File: src/rtl/alu_functional_unit.sv
// Integer ALU functional unit: registered execute stage feeding a small
// result FIFO that arbitrates for the common data bus.
module alu_functional_unit #(
    parameter int RESULT_DEPTH = 4,
    parameter int ROB_IX_W     = 3
) (
    input  logic                clk_in,
    input  logic                rst_in,
    input  logic                valid_in,
    input  logic [31:0]         rval1_in,
    input  logic [31:0]         rval2_in,
    input  logic [3:0]          opcode_in,
    input  logic [ROB_IX_W-1:0] rob_ix_in,
    input  logic                flush_in,
    input  logic                cdb_grant_in,
    output logic                fu_busy_out,
    output logic                cdb_req_out,
    output logic [ROB_IX_W-1:0] cdb_rob_ix_out,
    output logic [31:0]         cdb_value_out,
    output logic                cdb_valid_out,
    output logic                overflow_out
);

    localparam int PW = (RESULT_DEPTH > 1) ? $clog2(RESULT_DEPTH) : 1;
    localparam int CW = PW + 2;

    logic                r_ex_valid;
    logic [31:0]         r_ex_a;
    logic [31:0]         r_ex_b;
    logic [3:0]          r_ex_op;
    logic [ROB_IX_W-1:0] r_ex_tag;
    logic [CW-1:0]       r_cnt;
    logic [PW-1:0]       r_rd;
    logic [PW-1:0]       r_wr;
    logic                r_overflow;
    logic [31:0]         r_val_mem [RESULT_DEPTH];
    logic [ROB_IX_W-1:0] r_tag_mem [RESULT_DEPTH];

    logic [CW-1:0]       w_occ;
    logic                w_room;
    logic                w_accept;
    logic                w_push;
    logic                w_pop;
    logic                w_nonempty;
    logic [4:0]          w_shamt;
    logic [31:0]         w_result;

    // Same-cycle grants are not credited, so busy is conservative.
    assign w_occ       = r_cnt + CW'(r_ex_valid);
    assign w_room      = w_occ < CW'(RESULT_DEPTH);
    assign fu_busy_out = (w_occ + CW'(valid_in)) >= CW'(RESULT_DEPTH);
    assign w_accept    = valid_in & ~flush_in & w_room;
    assign w_push      = r_ex_valid & ~flush_in;
    assign w_nonempty  = r_cnt != '0;
    assign w_pop       = w_nonempty & cdb_grant_in;

    assign cdb_req_out    = w_nonempty;
    assign cdb_valid_out  = w_pop;
    assign cdb_rob_ix_out = w_nonempty ? r_tag_mem[r_rd] : '0;
    assign cdb_value_out  = w_nonempty ? r_val_mem[r_rd] : '0;
    assign overflow_out   = r_overflow;

    assign w_shamt = r_ex_b[4:0];

    always_comb begin
        w_result = '0;
        unique case (r_ex_op)
            4'd0:    w_result = r_ex_a + r_ex_b;
            4'd1:    w_result = r_ex_a - r_ex_b;
            4'd2:    w_result = r_ex_a & r_ex_b;
            4'd3:    w_result = r_ex_a | r_ex_b;
            4'd4:    w_result = r_ex_a ^ r_ex_b;
            4'd5:    w_result = {31'd0, $signed(r_ex_a) < $signed(r_ex_b)};
            4'd6:    w_result = {31'd0, r_ex_a < r_ex_b};
            4'd7:    w_result = r_ex_a << w_shamt;
            4'd8:    w_result = r_ex_a >> w_shamt;
            4'd9:    w_result = 32'($signed(r_ex_a) >>> w_shamt);
            default: w_result = '0;
        endcase
    end

    always_ff @(posedge clk_in) begin
        if (!rst_in) begin
            r_ex_valid <= 1'b0;
            r_cnt      <= '0;
            r_rd       <= '0;
            r_wr       <= '0;
            r_overflow <= 1'b0;
        end else begin
            r_ex_valid <= w_accept;
            if (valid_in && !flush_in && !w_room) begin
                r_overflow <= 1'b1;
            end
            if (flush_in) begin
                r_cnt <= '0;
                r_rd  <= '0;
                r_wr  <= '0;
            end else begin
                if (w_push) r_wr <= r_wr + 1'b1;
                if (w_pop)  r_rd <= r_rd + 1'b1;
                if (w_push && !w_pop)      r_cnt <= r_cnt + 1'b1;
                else if (!w_push && w_pop) r_cnt <= r_cnt - 1'b1;
            end
        end
    end

    // Datapath storage carries no reset; validity lives in the counters.
    always_ff @(posedge clk_in) begin
        if (w_accept) begin
            r_ex_a   <= rval1_in;
            r_ex_b   <= rval2_in;
            r_ex_op  <= opcode_in;
            r_ex_tag <= rob_ix_in;
        end
        if (rst_in && w_push) begin
            r_val_mem[r_wr] <= w_result;
            r_tag_mem[r_wr] <= r_ex_tag;
        end
    end

endmodule

File: config.mk
export PLATFORM = sky130hd
export DESIGN_NAME = alu_functional_unit
export DESIGN_NICKNAME = d
export VERILOG_FILES = /design/src/rtl/alu_functional_unit.sv
export SDC_FILE = /design/constraint.sdc
export NUM_CORES = 1
export LEC_CHECK = 0
export CAP_MARGIN = 0
export CORE_ASPECT_RATIO = 0.75
export CORE_MARGIN = 2
export CORE_UTILIZATION = 45
export DETAILED_ROUTE_END_ITERATION = 12
export GPL_ROUTABILITY_DRIVEN = 1
export SETUP_SLACK_MARGIN = 0.05
export SYNTH_ARGS = -nofsm -noshare
export SYNTH_HDL_FRONTEND = slang
export SYNTH_SLANG_ARGS = --single-unit
File: constraint.sdc
create_clock -name clk_in -period 6.7 [get_ports clk_in]
set_clock_uncertainty 0.1 [all_clocks]
set_input_delay 1.005 -clock clk_in [delete_from_list [all_inputs] [get_ports clk_in]]
set_output_delay 1.005 -clock clk_in [all_outputs]
set_load 0.05 [all_outputs]
==> load_flow_metrics.sql <==
INSERT INTO impl_metrics (metric_group, metric, value, unit) VALUES
('grt', 'use_met2', '0.397', ''),
('yosys', 'synth_warnings', '0', ''),
('power', 'power.share.sequential', '0.420', ''),
('power', 'netSwitchingFraction', '0.298', ''),
('job', 'cap_viol_max_count', '0', ''),
('timing', 'slew_headroom', '0.221', ''),
('floorplanning', 'floorplan.initialDensity', '0.458', ''),
('placement', 'placed_cells', '2081', ''),
('power', 'power.share.combinational', '0.229', ''),
('yosys', 'post_syn_nets', '1780', ''),
('drt', 'first_pass_iters', '6', ''),
('clocking', 'cts-hold-fix-buffers', '0', ''),
('power', 'powerDensity', '207', 'nW/um2'),
('yosys', 'synth_largest_type_area_fraction', '0.385', ''),
('outcome', 'outcome', 'finished clean', ''),
('power', 'worst_vdd_drop', '0.000183', 'V'),
('yosys', 'synth.yosys.seq_area_share', '0.400', ''),
('grt', 'global_route_wire_length_before_repair', '80200', 'um'),
('drt', 'remaining_drc_errors', '0', ''),
('clocking', 'cts_inserted_buffers', '24', ''),
('power', 'power_report.internal_total', '2.72', 'mW'),
('timing', 'final-setup-viol-count', '0', ''),
('grt', 'global_route.usage.met3', '0.0673', ''),
('timing', 'post_route_setup_tns', '0', 'ns'),
('clocking', 'cts_resized', '0', ''),
('setup_path', 'cp.arrival', '3.26', 'ns'),
('yosys', 'dominantRegCellSynth', 'sky130_fd_sc_hd__edfxtp_1', ''),
('final_layout', 'final_cells', '2122', ''),
('floorplanning', 'fp.dieW', '225', 'um'),
('setup_path', 'crit_path_end_kind', 'output pin', ''),
('power', 'post-layout-total-power', '3.87', 'mW'),
('clocking', 'numClockSinks', '223', ''),
('yosys', 'synth_area', '16500', 'um2'),
('setup_path', 'critical_path.startpoint_type', 'flop', ''),
('yosys', 'yosysTopAreaCell', 'sky130_fd_sc_hd__edfxtp_1', ''),
('floorplanning', 'die_h', '170', 'um'),
('setup_path', 'max_stage_delay', '0.94', 'ns'),
('timing', 'hold_ws', '0.370', 'ns'),
('yosys', 'synth-async-reset-ratio', '0', ''),
('floorplanning', 'die_area', '38100', 'um2'),
('setup_path', 'cp_num_buf_inv', '2', ''),
('min_path', 'worst_hold_endpoint', 'overflow_out$_SDFFE_PN0P_', ''),
('grt', 'grt_start_max_net_pins', '86', ''),
('placement', 'dp_hpwl', '38500', 'um'),
('yosys', 'yosys-top-cells-area', 'sky130_fd_sc_hd__edfxtp_1 39%, sky130_fd_sc_hd__mux4_2 12%, sky130_fd_sc_hd__ha_1 8.4%', ''),
('power', 'clock_power_share', '0.351', ''),
('floorplanning', 'ios', '115', ''),
('grt', 'globalRoute.totalOverflow', '0', ''),
('min_path', 'hold_path.startpoint', 'overflow_out$_SDFFE_PN0P_', ''),
('setup_path', 'reg2reg_to', 'r_val_mem[3][22]$_DFFE_PP_', ''),
('setup_path', 'crit_path_max_fanout', '37', ''),
('clocking', 'htree_num_levels', '1', ''),
('yosys', 'synth_area_per_cell', '10.3', 'um2'),
('final_layout', 'most-common-layout-cells', '211 x sky130_fd_sc_hd__edfxtp_1, 190 x sky130_fd_sc_hd__nor2_1, 124 x sky130_fd_sc_hd__a21oi_1', ''),
('setup_path', 'cp_top_family', 'simple AND/OR/NAND/NOR gates', ''),
('grt', 'number_of_antenna_violations_at_the_first_check_in_global_routing', '1', ''),
('drt', 'antenna_violating_nets_post_route', '0', ''),
('timing', 'maxSlewViolCount', '0', ''),
('clocking', 'post_cts.repair.setup_buffers', '0', ''),
('final_layout', 'final_net_count', '1831', ''),
('clocking', 'clock_latency', '0.54', 'ns'),
('min_path', 'min_delay_path_depth', '1', ''),
('yosys', 'post_synthesis_register_bit_count', '223', ''),
('final_layout', 'synthToLayoutAreaGrowth', '13.8', '%'),
('grt', 'vias_in_the_first_global_route', '12700', ''),
('timing', 'timing_hold_violations_final', '0', ''),
('power', 'p_switching', '1.15', 'mW'),
('final_layout', 'layout_commonest_cell', 'sky130_fd_sc_hd__edfxtp_1', ''),
('setup_path', 'setup.reg_to_reg.worst_slack', '2.41', 'ns'),
('grt', 'gr-usage-met1', '0.415', ''),
('drt', 'route.vias.total', '13300', '');
==> worst max-delay path by stage <==
stage | slack, ns | to | cells after the start | from
2_1_floorplan | 2.74 | r_val_mem[0][28]$_DFFE_PP_ | 14 | r_ex_b[2]$_DFFE_PP_
3_3_place_gp | 2.53 | r_val_mem[0][28]$_DFFE_PP_ | 13 | r_ex_b[0]$_DFFE_PP_
3_5_place_dp | 2.48 | r_val_mem[0][28]$_DFFE_PP_ | 13 | r_ex_b[0]$_DFFE_PP_
4_1_cts | 2.25 | cdb_valid_out | 4 | r_cnt[2]$_SDFFE_PP0P_
5_1_grt | 2.00 | cdb_valid_out | 4 | r_cnt[2]$_SDFFE_PP0P_
6_report | 2.33 | cdb_valid_out | 4 | r_cnt[2]$_SDFFE_PP0P_
==> routing by layer <==
metal	part of all wire	vias to the layer above	wire (um)
met1	0.46	6527	24300
met4	0.031	0	1610
met2	0.41	610	21900
met3	0.094	86	4950
met5	0	-	0
li1	-	6086	-
==> state kept, by name, indices dropped and copies added (netlist names), named ones only <==
register and count:
r_val_mem 128, r_ex_a 32, r_ex_b 32, r_tag_mem 12, r_cnt 4, r_ex_op 4
r_ex_tag 3, r_rd 2, r_wr 2, overflow_out 1, r_ex_valid 1
==> synth_stat cells (all sizes together) (9+ instances only) <==
| cell | number |
|---|---|
| or3 | 13 |
| a31oi | 12 |
| xnor2 | 24 |
| and2 | 39 |
| nor3 | 25 |
| a211o | 10 |
| nand2 | 79 |
| o211ai | 29 |
| nor4 | 11 |
| inv | 100 |
| o31ai | 11 |
| nor2b | 13 |
| a21o | 15 |
| nor2 | 190 |
| mux2i | 46 |
| clkbuf | 65 |
| o21bai | 9 |
| o21ai | 115 |
| edfxtp | 211 |
| a22oi | 14 |
| ha | 110 |
| a21oi | 124 |
| nand3 | 25 |
| a221oi | 22 |
| dfxtp | 12 |
| a211oi | 29 |
| mux4 | 85 |
| buf | 46 |
==> metrics by stage <==
| stage | area [um2] | worst slack [ns] | util |
|---|---|---|---|
| global placement | 17900 | 2.53 | 0.498 |
| global route | 18700 | 2.00 | 0.521 |
| detailed placement | 17900 | 2.48 | 0.498 |
| finish | 18700 | 2.33 | 0.521 |
| floorplan | 16500 | 2.74 | - |
| CTS | 18700 | 2.25 | 0.521 |
==> power by group through the flow <==
stage	sequential, mW	combinational [mW]	clock, mW
after floorplan	1.63	0.597	0
after global placement	1.65	0.867	0
after detailed placement	1.65	0.867	0
after CTS	1.62	0.871	1.39
after global routing	1.63	0.955	1.44
final	1.62	0.886	1.36
==> logic make-up after synthesis <==
group | Yosys count | synth area share
buffers and inverters | 211 | 0.0515
DFF | 223 | 0.400
adders and majority gates | 113 | 0.0873
muxes | 138 | 0.149
AOI/OAI and AO/OA | 439 | 0.173
and+or+nand+nor | 435 | 0.123
xor gates and xnor gates | 32 | 0.0170
==> final cells by class <==
type,count,area [um2]
diodes,1,2.50
well taps,465,582
flip-flops and latches,223,6580
repair buffers,136,1320
clock buffers,34,742
inverters,100,375
fillers,3264,17200
clock inverters,6,68.8
multi-input cells,1157,9050
(Power assumes the default switching activity.)
